**src/rtl/lock_pkg.sv**
```systemverilog
// Shared key map and state encoding for the keypad lock sequencer.
package lock_pkg;

  localparam logic [3:0] KEY_CLEAR = 4'd7;
  localparam logic [3:0] KEY_PROG  = 4'd8;
  localparam logic [3:0] KEY_ENTER = 4'd9;
  localparam logic [3:0] DIGIT_MAX = 4'd6;

  localparam logic [2:0] ST_IDLE      = 3'd0;
  localparam logic [2:0] ST_ENTRY     = 3'd1;
  localparam logic [2:0] ST_PROG_OLD  = 3'd2;
  localparam logic [2:0] ST_PROG_NEW  = 3'd3;
  localparam logic [2:0] ST_PROG_CONF = 3'd4;
  localparam logic [2:0] ST_LOCKOUT   = 3'd5;

  typedef enum logic [2:0] {
    IDLE      = ST_IDLE,
    ENTRY     = ST_ENTRY,
    PROG_OLD  = ST_PROG_OLD,
    PROG_NEW  = ST_PROG_NEW,
    PROG_CONF = ST_PROG_CONF,
    LOCKOUT   = ST_LOCKOUT
  } state_t;

endpackage

```
**src/rtl/code_buffer.sv**
```systemverilog
// Digit collector: indexed digit register, saturating count, overlong flag,
// and a length-plus-digits equality compare against a reference code.
module code_buffer
  import lock_pkg::*;
#(
  parameter int unsigned MAX_LEN = 5,
  localparam int unsigned LW = $clog2(MAX_LEN + 1),
  localparam int unsigned IW = (MAX_LEN > 1) ? $clog2(MAX_LEN) : 1
) (
  input  logic                     clk,
  input  logic                     rst,
  input  logic                     clear,
  input  logic                     push,
  input  logic [3:0]               digit,
  input  logic                     load,
  input  logic [MAX_LEN-1:0][3:0]  load_code,
  input  logic [LW-1:0]            load_len,
  input  logic [MAX_LEN-1:0][3:0]  ref_code,
  input  logic [LW-1:0]            ref_len,
  output logic [MAX_LEN-1:0][3:0]  code,
  output logic [LW-1:0]            count,
  output logic                     overlong,
  output logic                     equal_c
);

  always_ff @(posedge clk or posedge rst) begin
    if (rst) begin
      code     <= '0;
      count    <= '0;
      overlong <= 1'b0;
    end else if (load) begin
      code     <= load_code;
      count    <= load_len;
      overlong <= 1'b0;
    end else if (clear) begin
      count    <= '0;
      overlong <= 1'b0;
    end else if (push) begin
      if (count == LW'(MAX_LEN)) begin
        overlong <= 1'b1;
      end else begin
        code[IW'(count)] <= digit;
        count            <= count + LW'(1);
      end
    end
  end

  // Digits above the count are stale and excluded from the compare.
  always_comb begin
    equal_c = (count == ref_len) && !overlong;
    for (int i = 0; i < int'(MAX_LEN); i++) begin
      if ((LW'(i) < count) && (code[IW'(i)] != ref_code[IW'(i)])) begin
        equal_c = 1'b0;
      end
    end
  end

endmodule

```
**src/rtl/lock_sequencer.sv**
```systemverilog
// Keypad lock controller: unlock/reprogram sequences, stored passcode,
// failed-attempt counting and timed lockout.
module lock_sequencer
  import lock_pkg::*;
#(
  parameter int unsigned         MAX_LEN      = 5,
  parameter int unsigned         MIN_LEN      = 3,
  parameter logic [4*MAX_LEN-1:0] DEFAULT_CODE = 20'h12345,
  parameter int unsigned         DEFAULT_LEN  = 5,
  parameter int unsigned         MAX_FAILS    = 3,
  parameter logic [23:0]         LOCKOUT_CYC  = 24'd12_000_000
) (
  input  logic       hwclk,
  input  logic       rst,
  input  logic       key_valid,
  input  logic [3:0] key_code,
  output logic       unlocked,
  output logic       err_pulse,
  output logic       prog_ok,
  output logic       lockout,
  output logic       busy
);

  localparam int unsigned LW = $clog2(MAX_LEN + 1);
  localparam int unsigned IW = (MAX_LEN > 1) ? $clog2(MAX_LEN) : 1;
  localparam int unsigned FW = $clog2(MAX_FAILS + 1);

  typedef logic [MAX_LEN-1:0][3:0] code_t;

  // DEFAULT_CODE is written in key order: its leading hex digit is the first key.
  function automatic code_t key_order(input code_t c);
    code_t r = '0;
    for (int i = 0; i < int'(DEFAULT_LEN); i++) begin
      r[IW'(i)] = c[IW'(int'(DEFAULT_LEN) - 1 - i)];
    end
    return r;
  endfunction

  localparam code_t RESET_CODE = key_order(DEFAULT_CODE);

  state_t          state, state_nx;
  logic [FW-1:0]   fail_cnt, fails_nx;
  logic [23:0]     timer;
  code_t           stored_code;
  logic [LW-1:0]   stored_len;

  code_t           entry_code, cand_code;
  logic [LW-1:0]   entry_count, cand_count;
  logic            entry_overlong, cand_overlong;
  logic            entry_eq, cand_eq;

  logic is_digit, is_clear, is_prog, is_enter, len_ok;
  logic entry_clear, entry_push, cand_load;
  logic match_ev, fail_ev, reject_ev, prog_ev;

  code_buffer #(.MAX_LEN(MAX_LEN)) u_entry (
    .clk      (hwclk),
    .rst      (rst),
    .clear    (entry_clear),
    .push     (entry_push),
    .digit    (key_code),
    .load     (1'b0),
    .load_code('0),
    .load_len ('0),
    .ref_code (stored_code),
    .ref_len  (stored_len),
    .code     (entry_code),
    .count    (entry_count),
    .overlong (entry_overlong),
    .equal_c  (entry_eq)
  );

  // Candidate new code, compared against the live confirm entry.
  code_buffer #(.MAX_LEN(MAX_LEN)) u_cand (
    .clk      (hwclk),
    .rst      (rst),
    .clear    (1'b0),
    .push     (1'b0),
    .digit    (4'd0),
    .load     (cand_load),
    .load_code(entry_code),
    .load_len (entry_count),
    .ref_code (entry_code),
    .ref_len  (entry_count),
    .code     (cand_code),
    .count    (cand_count),
    .overlong (cand_overlong),
    .equal_c  (cand_eq)
  );

  assign is_digit = key_valid && (key_code <= DIGIT_MAX);
  assign is_clear = key_valid && (key_code == KEY_CLEAR);
  assign is_prog  = key_valid && (key_code == KEY_PROG);
  assign is_enter = key_valid && (key_code == KEY_ENTER);
  assign len_ok   = !entry_overlong && (entry_count >= LW'(MIN_LEN))
                    && (entry_count <= LW'(MAX_LEN));

  // Next-state and event decode for the current key.
  always_comb begin
    state_nx    = state;
    fails_nx    = fail_cnt + FW'(1);
    entry_clear = 1'b0;
    entry_push  = 1'b0;
    cand_load   = 1'b0;
    match_ev    = 1'b0;
    fail_ev     = 1'b0;
    reject_ev   = 1'b0;
    prog_ev     = 1'b0;
    case (state)
      IDLE: begin
        if (is_enter) begin
          state_nx    = ENTRY;
          entry_clear = 1'b1;
        end else if (is_prog) begin
          state_nx    = PROG_OLD;
          entry_clear = 1'b1;
        end
      end
      ENTRY, PROG_OLD, PROG_NEW, PROG_CONF: begin
        if (is_digit) begin
          entry_push = 1'b1;
        end else if (is_clear) begin
          state_nx = IDLE;
        end else if (is_enter || is_prog) begin
          state_nx = IDLE;
          case (state)
            ENTRY: begin
              if (is_enter && entry_eq) match_ev = 1'b1;
              else                      fail_ev  = 1'b1;
            end
            PROG_OLD: begin
              if (is_prog && entry_eq) begin
                state_nx    = PROG_NEW;
                entry_clear = 1'b1;
              end else begin
                fail_ev = 1'b1;
              end
            end
            PROG_NEW: begin
              if (is_prog && len_ok) begin
                state_nx    = PROG_CONF;
                cand_load   = 1'b1;
                entry_clear = 1'b1;
              end else begin
                reject_ev = 1'b1;
              end
            end
            default: begin
              if (is_prog && cand_eq && !entry_overlong && !cand_overlong) prog_ev = 1'b1;
              else reject_ev = 1'b1;
            end
          endcase
          if (fail_ev && (fails_nx >= FW'(MAX_FAILS))) state_nx = LOCKOUT;
        end
      end
      LOCKOUT: begin
        if (timer == LOCKOUT_CYC - 24'd1) state_nx = IDLE;
      end
      default: state_nx = IDLE;
    endcase
  end

  always_ff @(posedge hwclk or posedge rst) begin
    if (rst) begin
      state       <= IDLE;
      unlocked    <= 1'b0;
      err_pulse   <= 1'b0;
      prog_ok     <= 1'b0;
      lockout     <= 1'b0;
      busy        <= 1'b0;
      fail_cnt    <= '0;
      timer       <= '0;
      stored_code <= RESET_CODE;
      stored_len  <= LW'(DEFAULT_LEN);
    end else begin
      state     <= state_nx;
      err_pulse <= fail_ev || reject_ev;
      prog_ok   <= prog_ev;
      lockout   <= (state_nx == LOCKOUT);
      busy      <= (state_nx != IDLE);
      if (match_ev) begin
        unlocked <= ~unlocked;
        fail_cnt <= '0;
      end
      if (fail_ev) fail_cnt <= fails_nx;
      if (prog_ev) begin
        stored_code <= cand_code;
        stored_len  <= cand_count;
        fail_cnt    <= '0;
      end
      if (state == LOCKOUT) begin
        if (timer == LOCKOUT_CYC - 24'd1) begin
          timer    <= '0;
          fail_cnt <= '0;
        end else begin
          timer <= timer + 24'd1;
        end
      end
    end
  end

endmodule

```
**config.mk**
```make
export PLATFORM = sky130hd
export DESIGN_NAME = lock_sequencer
export DESIGN_NICKNAME = d
export VERILOG_FILES = /design/src/rtl/lock_pkg.sv /design/src/rtl/code_buffer.sv /design/src/rtl/lock_sequencer.sv
export SDC_FILE = /design/constraint.sdc
export NUM_CORES = 1
export LEC_CHECK = 0
export ABC_AREA = 1
export ABC_CLOCK_PERIOD_IN_PS = 2500
export CORE_MARGIN = 1.5
export CORE_UTILIZATION = 50
export CTS_CLUSTER_SIZE = 8
export DETAILED_ROUTE_END_ITERATION = 8
export GPL_ROUTABILITY_DRIVEN = 0
export GPL_TIMING_DRIVEN = 0
export PLACE_DENSITY_LB_ADDON = 0.12
export SLEW_MARGIN = 20
export SYNTH_ARGS = -nofsm -noshare
export SYNTH_HDL_FRONTEND = slang
export SYNTH_HIERARCHICAL = 1
export SYNTH_SLANG_ARGS = --single-unit
```
**constraint.sdc**
```tcl
create_clock -name hwclk -period 2.5 [get_ports hwclk]
set_input_delay 0.5 -clock hwclk [delete_from_list [all_inputs] [get_ports hwclk]]
set_output_delay 0.5 -clock hwclk [all_outputs]
set_load 0.005 [all_outputs]
```
==> results.sh, run 1 <==
export IMPL_status="complete, no violations"
export IMPL_place_hpwl_um=10400
export IMPL_endpoint_kind="register"
export IMPL_r2r_end="u_entry/code[10]"
export IMPL_hold_violations=0
export IMPL_ctsRootBufferMaster="clkbuf_16"
export IMPL_timing_fmax_ghz=0.432
export IMPL_die_h_um=112
export IMPL_required_ps=2780
export IMPL_min_from="unlocked"
export IMPL_die_width_um=112
export IMPL_ff2ff_path_depth=15
export IMPL_swShare_pct=30.7
export IMPL_design_area_mm2=0.00670
export IMPL_hold_depth=1
export IMPL_leakage_nw=3.41
export IMPL_cap_viol_max_count=0
export IMPL_wire_per_inst_um=13.3
export IMPL_nFillCells=1100
export IMPL_drv_slew=0
export IMPL_antenna_found_initial=0
export IMPL_pwr_share_clk_pct=35.9
export IMPL_start_kind="register"
export IMPL_htree_levels=3
export IMPL_worst_slew_pin_slew_ps=828
export IMPL_grt_first_pass_wirelength_um=23900
export IMPL_grt_pass1_vias=4925
export IMPL_yosysWarningCount=6
export IMPL_period_needed_ps=2310
export IMPL_p_total_mw=3.91
export IMPL_drive_gt1_share_pct=10.5
export IMPL_insertion_delay_ps=350
export IMPL_grt_max_degree=54
export IMPL_setup_viol=0
export IMPL_place_area_mm2=0.00634
export IMPL_totalWireLength_um=14000
export IMPL_cts_sinks=93
export IMPL_cts_buffers=9
export IMPL_hold_end="unlocked"
export IMPL_via_count=5330
export IMPL_pin_count=12
export IMPL_critPathMostFrequentCell="nand2_1"
export IMPL_slowest_stage="dfstp_2"
export IMPL_syn_area_per_cell_um2=6.96
export IMPL_tns_ps=0
export IMPL_max_stage_delay_ps=540
export IMPL_crit_fanout=5
export IMPL_hold_path_class="register to register"
export IMPL_p_switching_mw=1.20
export IMPL_cp_arrival_ps=2590
export IMPL_gr_usage_all_layers_pct=23.9
export IMPL_clock_skew_ps=6.74
export IMPL_drt_iter0_drc=445
export IMPL_critical_path_class="register to register"
export IMPL_cts_tree="built"
export IMPL_internal_power_mw=2.71
export IMPL_io_buffer_count=11
export IMPL_critPathBufInv=1
export IMPL_postRouteAntennaNets=0
export IMPL_die_area_mm2=0.0125
export IMPL_start_util_pct=51.6
export IMPL_area_delta_synth_final_pct=13.1
export IMPL_slew_headroom_pct=44.7
export IMPL_finalCritPeriodShare_pct=92.5
export IMPL_hold_buffers=0
export IMPL_p_comb_share_pct=16.7
export IMPL_critPathTopFamily="simple AND/OR/NAND/NOR gates"
export IMPL_syn_area_mm2=0.00592
export IMPL_netlist_instances=851
export IMPL_cp_cell_sequence="inv_1, nand2_1, nand2_1, nor2_1, nand2_1, nand2_1, nand3_1, nor2_4, nand3_1, a31oi_2, nand3b_4, nor3_4, nor2_4, nand2_1, nand3_1"
export IMPL_power_density_mw_per_mm2=583
export IMPL_overflow=0
export IMPL_design_core_area_mm2=0.0115
export IMPL_drc_errors=0
export IMPL_clk_path_buf_depth=2
export IMPL_peakVddDrop_mv=0.382
export IMPL_multiInputGateArea_mm2=0.00316
export IMPL_nets=923
export IMPL_n_antenna_cell=0
export IMPL_num_rows=39
export IMPL_seqPwrFrac_pct=47.3
export IMPL_path_clk_slew_ps=70
export IMPL_first_pass_iters=5
export IMPL_viasPerCell=5.05
export IMPL_r2r_setup_slack_ps=190
export IMPL_seq_area_mm2=0.00234
export IMPL_r2r_start="stored_code[5]"
[per-layer routing]
metal	up-vias	wire (µm)	share of wire (%)	global-route usage (%)
met3	9	604	4.3	4.14
li1	2720	-	-	-
met1	2485	6880	49	34.2
met2	116	6420	46	38.3
met5	-	0	0	0
met4	0	116	0.83	4.73
[stage by stage]
step / util (%) / hold WS (ps) / setup slack [ps] / instances
floorplan: - / 449 / 446 / 885
global placement: 55.3 / 457 / -488 / 1039
detailed placement: 55.3 / 465 / -206 / 1039
global route: 58.4 / 486 / -10.3 / 1056
CTS: 57.9 / 474 / 40.8 / 1055
finish: 58.4 / 472 / 188 / 1056
[power groups by stage]
| stage | sequential (mW) | clock [mW] | combinational (mW) |
|---|---|---|---|
| global placement | 1.86 | 0 | 0.595 |
| CTS | 1.85 | 1.43 | 0.627 |
| global route | 1.88 | 1.49 | 0.755 |
| finish | 1.85 | 1.40 | 0.654 |
| detailed placement | 1.87 | 0 | 0.618 |
| floorplan | 1.82 | 0 | 0.504 |
[what timing repair did]
item / in CTS / in global routing
gates resized for setup: 2 / 9
pin swaps: 0 / 2
buffers inserted: 0 / 2
endpoints found under the hold margin: 0 / 0
setup endpoints to repair: 16 / 25
[worst register-to-register path, stage by stage, from the launching register on]
cell      delay, ps
dfstp_2         540
inv_1            40
nand2_1          40
nand2_1          50
nor2_1           90
nand2_1         130
nand2_1          90
nand3_1         130
nor2_4          150
nand3_1         140
a31oi_2         250
nand3b_4        250
nor3_4           90
nor2_4          110
nand2_1          70
nand3_1          70
[sequential cells by signal (all words and copies together) (netlist names), 2 cells and up]
register and cells:
state 3, u_entry/code 16, stored_len 3, timer 24, u_cand/code 16, u_cand/count 3, fail_cnt 2, u_entry/count 3
stored_code 16
[final cells by class]
cell class	count	share of cell area [%]
clock buffers	11	3.62
repair buffers	13	1.87
inverters	132	7.49
well taps	143	2.67
flip-flops and latches	93	34.9
multi-input cells	647	47.3
clock inverters	5	0.897
plain buffers	12	1.29
[how the worst max path moves through the flow]
stage / startpoint / endpoint / slack (ps) / depth (start not counted)
floorplan: u_entry/count[0] / u_entry/code[8] / 450 / 13
global placement: rst / state[1] / -490 / 2
detailed placement: key_code[0] / u_cand/code[10] / -210 / 10
CTS: stored_code[5] / u_entry/code[4] / 40 / 15
global route: stored_code[14] / u_entry/code[10] / -10 / 15
finish: stored_code[5] / u_entry/code[10] / 190 / 15
[layout by cell type (no fill, tap or decap), types with 3 or more instances in the layout]
cell,count
nand4_1,13
nor2_2,7
a21oi_1,13
xnor2_1,3
nand3_1,62
conb_1,35
clkinvlp_4,4
dfrtp_1,85
inv_1,122
or2_2,3
ha_1,8
xor2_1,14
nand3b_4,3
clkdlybuf4s50_1,11
dfstp_2,6
clkbuf_1,3
nor2_4,10
nor3_4,6
nor2_1,83
nand2_1,312
nor3_2,4
buf_6,3
nor3_1,12
inv_2,5
buf_2,6
o21ai_0,22
clkbuf_16,9
nand2_2,13
a22oi_1,4
o211ai_1,5
Power figures use the tool's default switching activity.
==> inputs of run 2 (changes only) <==
--- a/config.mk
+++ b/config.mk
@@ -5,7 +5,6 @@
 export SDC_FILE = /design/constraint.sdc
 export NUM_CORES = 1
 export LEC_CHECK = 0
-export ABC_AREA = 1
 export ABC_CLOCK_PERIOD_IN_PS = 2500
 export CORE_MARGIN = 1.5
 export CORE_UTILIZATION = 50
==> run 2 against run 1 <==
The run now ends with negative setup slack left. Sequential share of layout area is 2.3 points higher. Count of clock-buffer cells in the layout stayed put. Fmax is 12% lower. Combinational power is 59% higher. Register-to-register slack worse by 310 ps. Cell area is 6.0% lower. Sequential cell count stayed put. Via count is 28% lower. First-iteration DRC count is 58% lower. Sequential power is 5% higher. Worst setup slack worse by 310 ps. Critical path type unchanged. Highest routed layer unchanged.
==> results.sh, run 2 <==
export IMPL_syn_area_per_cell_um2=10.1
export IMPL_multiInputGateArea_mm2=0.00306
export IMPL_cts_buffers=9
export IMPL_drt_iter0_drc=186
export IMPL_layout_common_cells="79 x dfrtp_1, 60 x nand2_1, 47 x xor2_1, 43 x conb_1, 33 x mux2i_1"
export IMPL_design_area_mm2=0.00630
export IMPL_hold_buffers=0
export IMPL_nFillCells=829
export IMPL_area_delta_synth_final_pct=22.1
export IMPL_die_h_um=105
export IMPL_required_ps=2800
export IMPL_insertion_delay_ps=370
export IMPL_die_area_mm2=0.0109
export IMPL_first_pass_iters=5
export IMPL_critical_path_class="register to register"
export IMPL_top_register="timer"
export IMPL_start_kind="register"
export IMPL_r2r_start="u_entry/code[13]"
export IMPL_overflow=0
export IMPL_die_width_um=105
export IMPL_endpoint_kind="register"
export IMPL_grt_first_pass_wirelength_um=19100
export IMPL_cts_tree="built"
export IMPL_path_clk_slew_ps=90
export IMPL_cap_viol_max_count=0
export IMPL_grt_pass1_vias=3719
export IMPL_timing_fmax_ghz=0.382
export IMPL_status="finished, violations left"
export IMPL_final_common_cell="dfrtp_1"
export IMPL_place_area_mm2=0.00561
export IMPL_setup_viol=39
export IMPL_violations="negative setup slack"
export IMPL_largest_reg_flops=24
export IMPL_clk_path_buf_depth=2
export IMPL_dp_cells=695
export IMPL_leakage_nw=2.98
export IMPL_start_util_pct=52.0
export IMPL_antenna_found_initial=0
export IMPL_cp_arrival_ps=2920
export IMPL_max_stage_delay_ps=440
export IMPL_r2r_end="u_entry/code[14]"
export IMPL_gr_usage_all_layers_pct=22.5
export IMPL_worst_slew_pin_slew_ps=846
export IMPL_r2r_setup_slack_ps=-120
export IMPL_postRouteAntennaNets=0
export IMPL_num_rows=36
export IMPL_place_hpwl_um=7730
export IMPL_grt_max_degree=54
export IMPL_hold_path_class="register to register"
export IMPL_rsz0062_at_grt="true"
export IMPL_peakVddDrop_mv=0.503
export IMPL_drv_slew=0
export IMPL_utilization_pct=63.5
export IMPL_hold_depth=1
export IMPL_cts_sinks=93
export IMPL_io_buffer_count=11
export IMPL_slew_headroom_pct=43.5
export IMPL_design_core_area_mm2=0.00991
export IMPL_wire_per_inst_um=16.1
export IMPL_drc_errors=0
export IMPL_p_total_mw=4.25
export IMPL_nets=604
export IMPL_clock_skew_ps=7.10
export IMPL_fin_ws_ps=-121
export IMPL_hold_end="unlocked"
export IMPL_yosysWarningCount=6
export IMPL_period_needed_ps=2620
export IMPL_ff2ff_path_depth=12
export IMPL_n_antenna_cell=0
export IMPL_fin_cells=727
export IMPL_finalCritPeriodShare_pct=105
export IMPL_ctsRootBufferMaster="clkbuf_8"
export IMPL_seq_area_mm2=0.00234
export IMPL_crit_fanout=6
export IMPL_power_density_mw_per_mm2=674
export IMPL_cp_cell_sequence="xor2_1, nor4_2, nand2_1, a211oi_4, nand2b_4, nand2_2, nand2_2, a21oi_4, nor3b_4, and3_2, mux2i_1, o21ai_1"
export IMPL_syn_area_mm2=0.00516
export IMPL_totalWireLength_um=11700
export IMPL_netlist_instances=509
export IMPL_slowest_stage="dfrtp_2"
export IMPL_htree_levels=3
export IMPL_drive_gt1_share_pct=20.7
export IMPL_min_from="unlocked"
export IMPL_pin_count=12
export IMPL_critPathMostFrequentCell="nand2_2"
export IMPL_via_count=3861
export IMPL_hold_violations=0
export IMPL_viasPerCell=5.31
run 2: worst max path at each step:
stage / start / cells past startpoint / endpoint / slack, ps
2_1_floorplan: u_entry/count[2] / 14 / u_entry/code[12] / 20
3_3_place_gp: u_entry/code[4] / 9 / stored_code[15] / -650
3_5_place_dp: u_entry/code[4] / 9 / stored_code[12] / -670
4_1_cts: stored_code[5] / 12 / u_entry/code[3] / -170
5_1_grt: u_entry/code[12] / 12 / u_entry/code[3] / -220
6_report: u_entry/code[13] / 12 / u_entry/code[14] / -120
run 2: per-layer routing:
metal	vias to the layer above	track usage [%]	wire length (µm)
met5	-	0	0
met4	0	5.56	79
met3	6	5.30	384
met2	75	35.2	5540
met1	1889	31.7	5720
li1	1891	-	-
run 2: cell type report:
type / count / share of cell area [%]
Inverter: 13 / 0.815
Clock inverter: 5 / 1.69
Sequential cell: 93 / 37.2
Multi-Input combinational cell: 422 / 48.5
Timing Repair Buffer: 29 / 4.27
Buffer: 21 / 2.42
Tap cell: 133 / 2.64
Clock buffer: 11 / 2.40
run 2: power breakdown:
group / total [mW] / internal [mW] / switching, mW
Clock: 1.27 / 0.720 / 0.545
Sequential: 1.94 / 1.70 / 0.240
Combinational: 1.04 / 0.473 / 0.571
run 2: timing repair:
| item | in CTS | in global routing |
|---|---|---|
| resized for setup | 46 | 35 |
| cloned | 0 | 0 |
| buffers inserted | 14 | 4 |
| pin swaps | 20 | 12 |
| endpoints found under the setup margin | 66 | 52 |
run 2: per-stage QoR:
| stage | hold slack (ps) | worst slack, ps | setup TNS [ps] |
|---|---|---|---|
| 2_1_floorplan | 464 | 15.6 | 0 |
| 3_3_place_gp | 458 | -652 | -52030 |
| 3_5_place_dp | 460 | -670 | -32250 |
| 4_1_cts | 479 | -169 | -2820 |
| 5_1_grt | 497 | -223 | -7080 |
| 6_report | 473 | -121 | -2620 |
run 2: critical path: cells and delay by family (launching register included):
kind | cells | cell delay, ps
simple gates | 7 | 1150
compound gates | 3 | 640
flops | 1 | 440
xor+xnor | 1 | 180
mux | 1 | 130
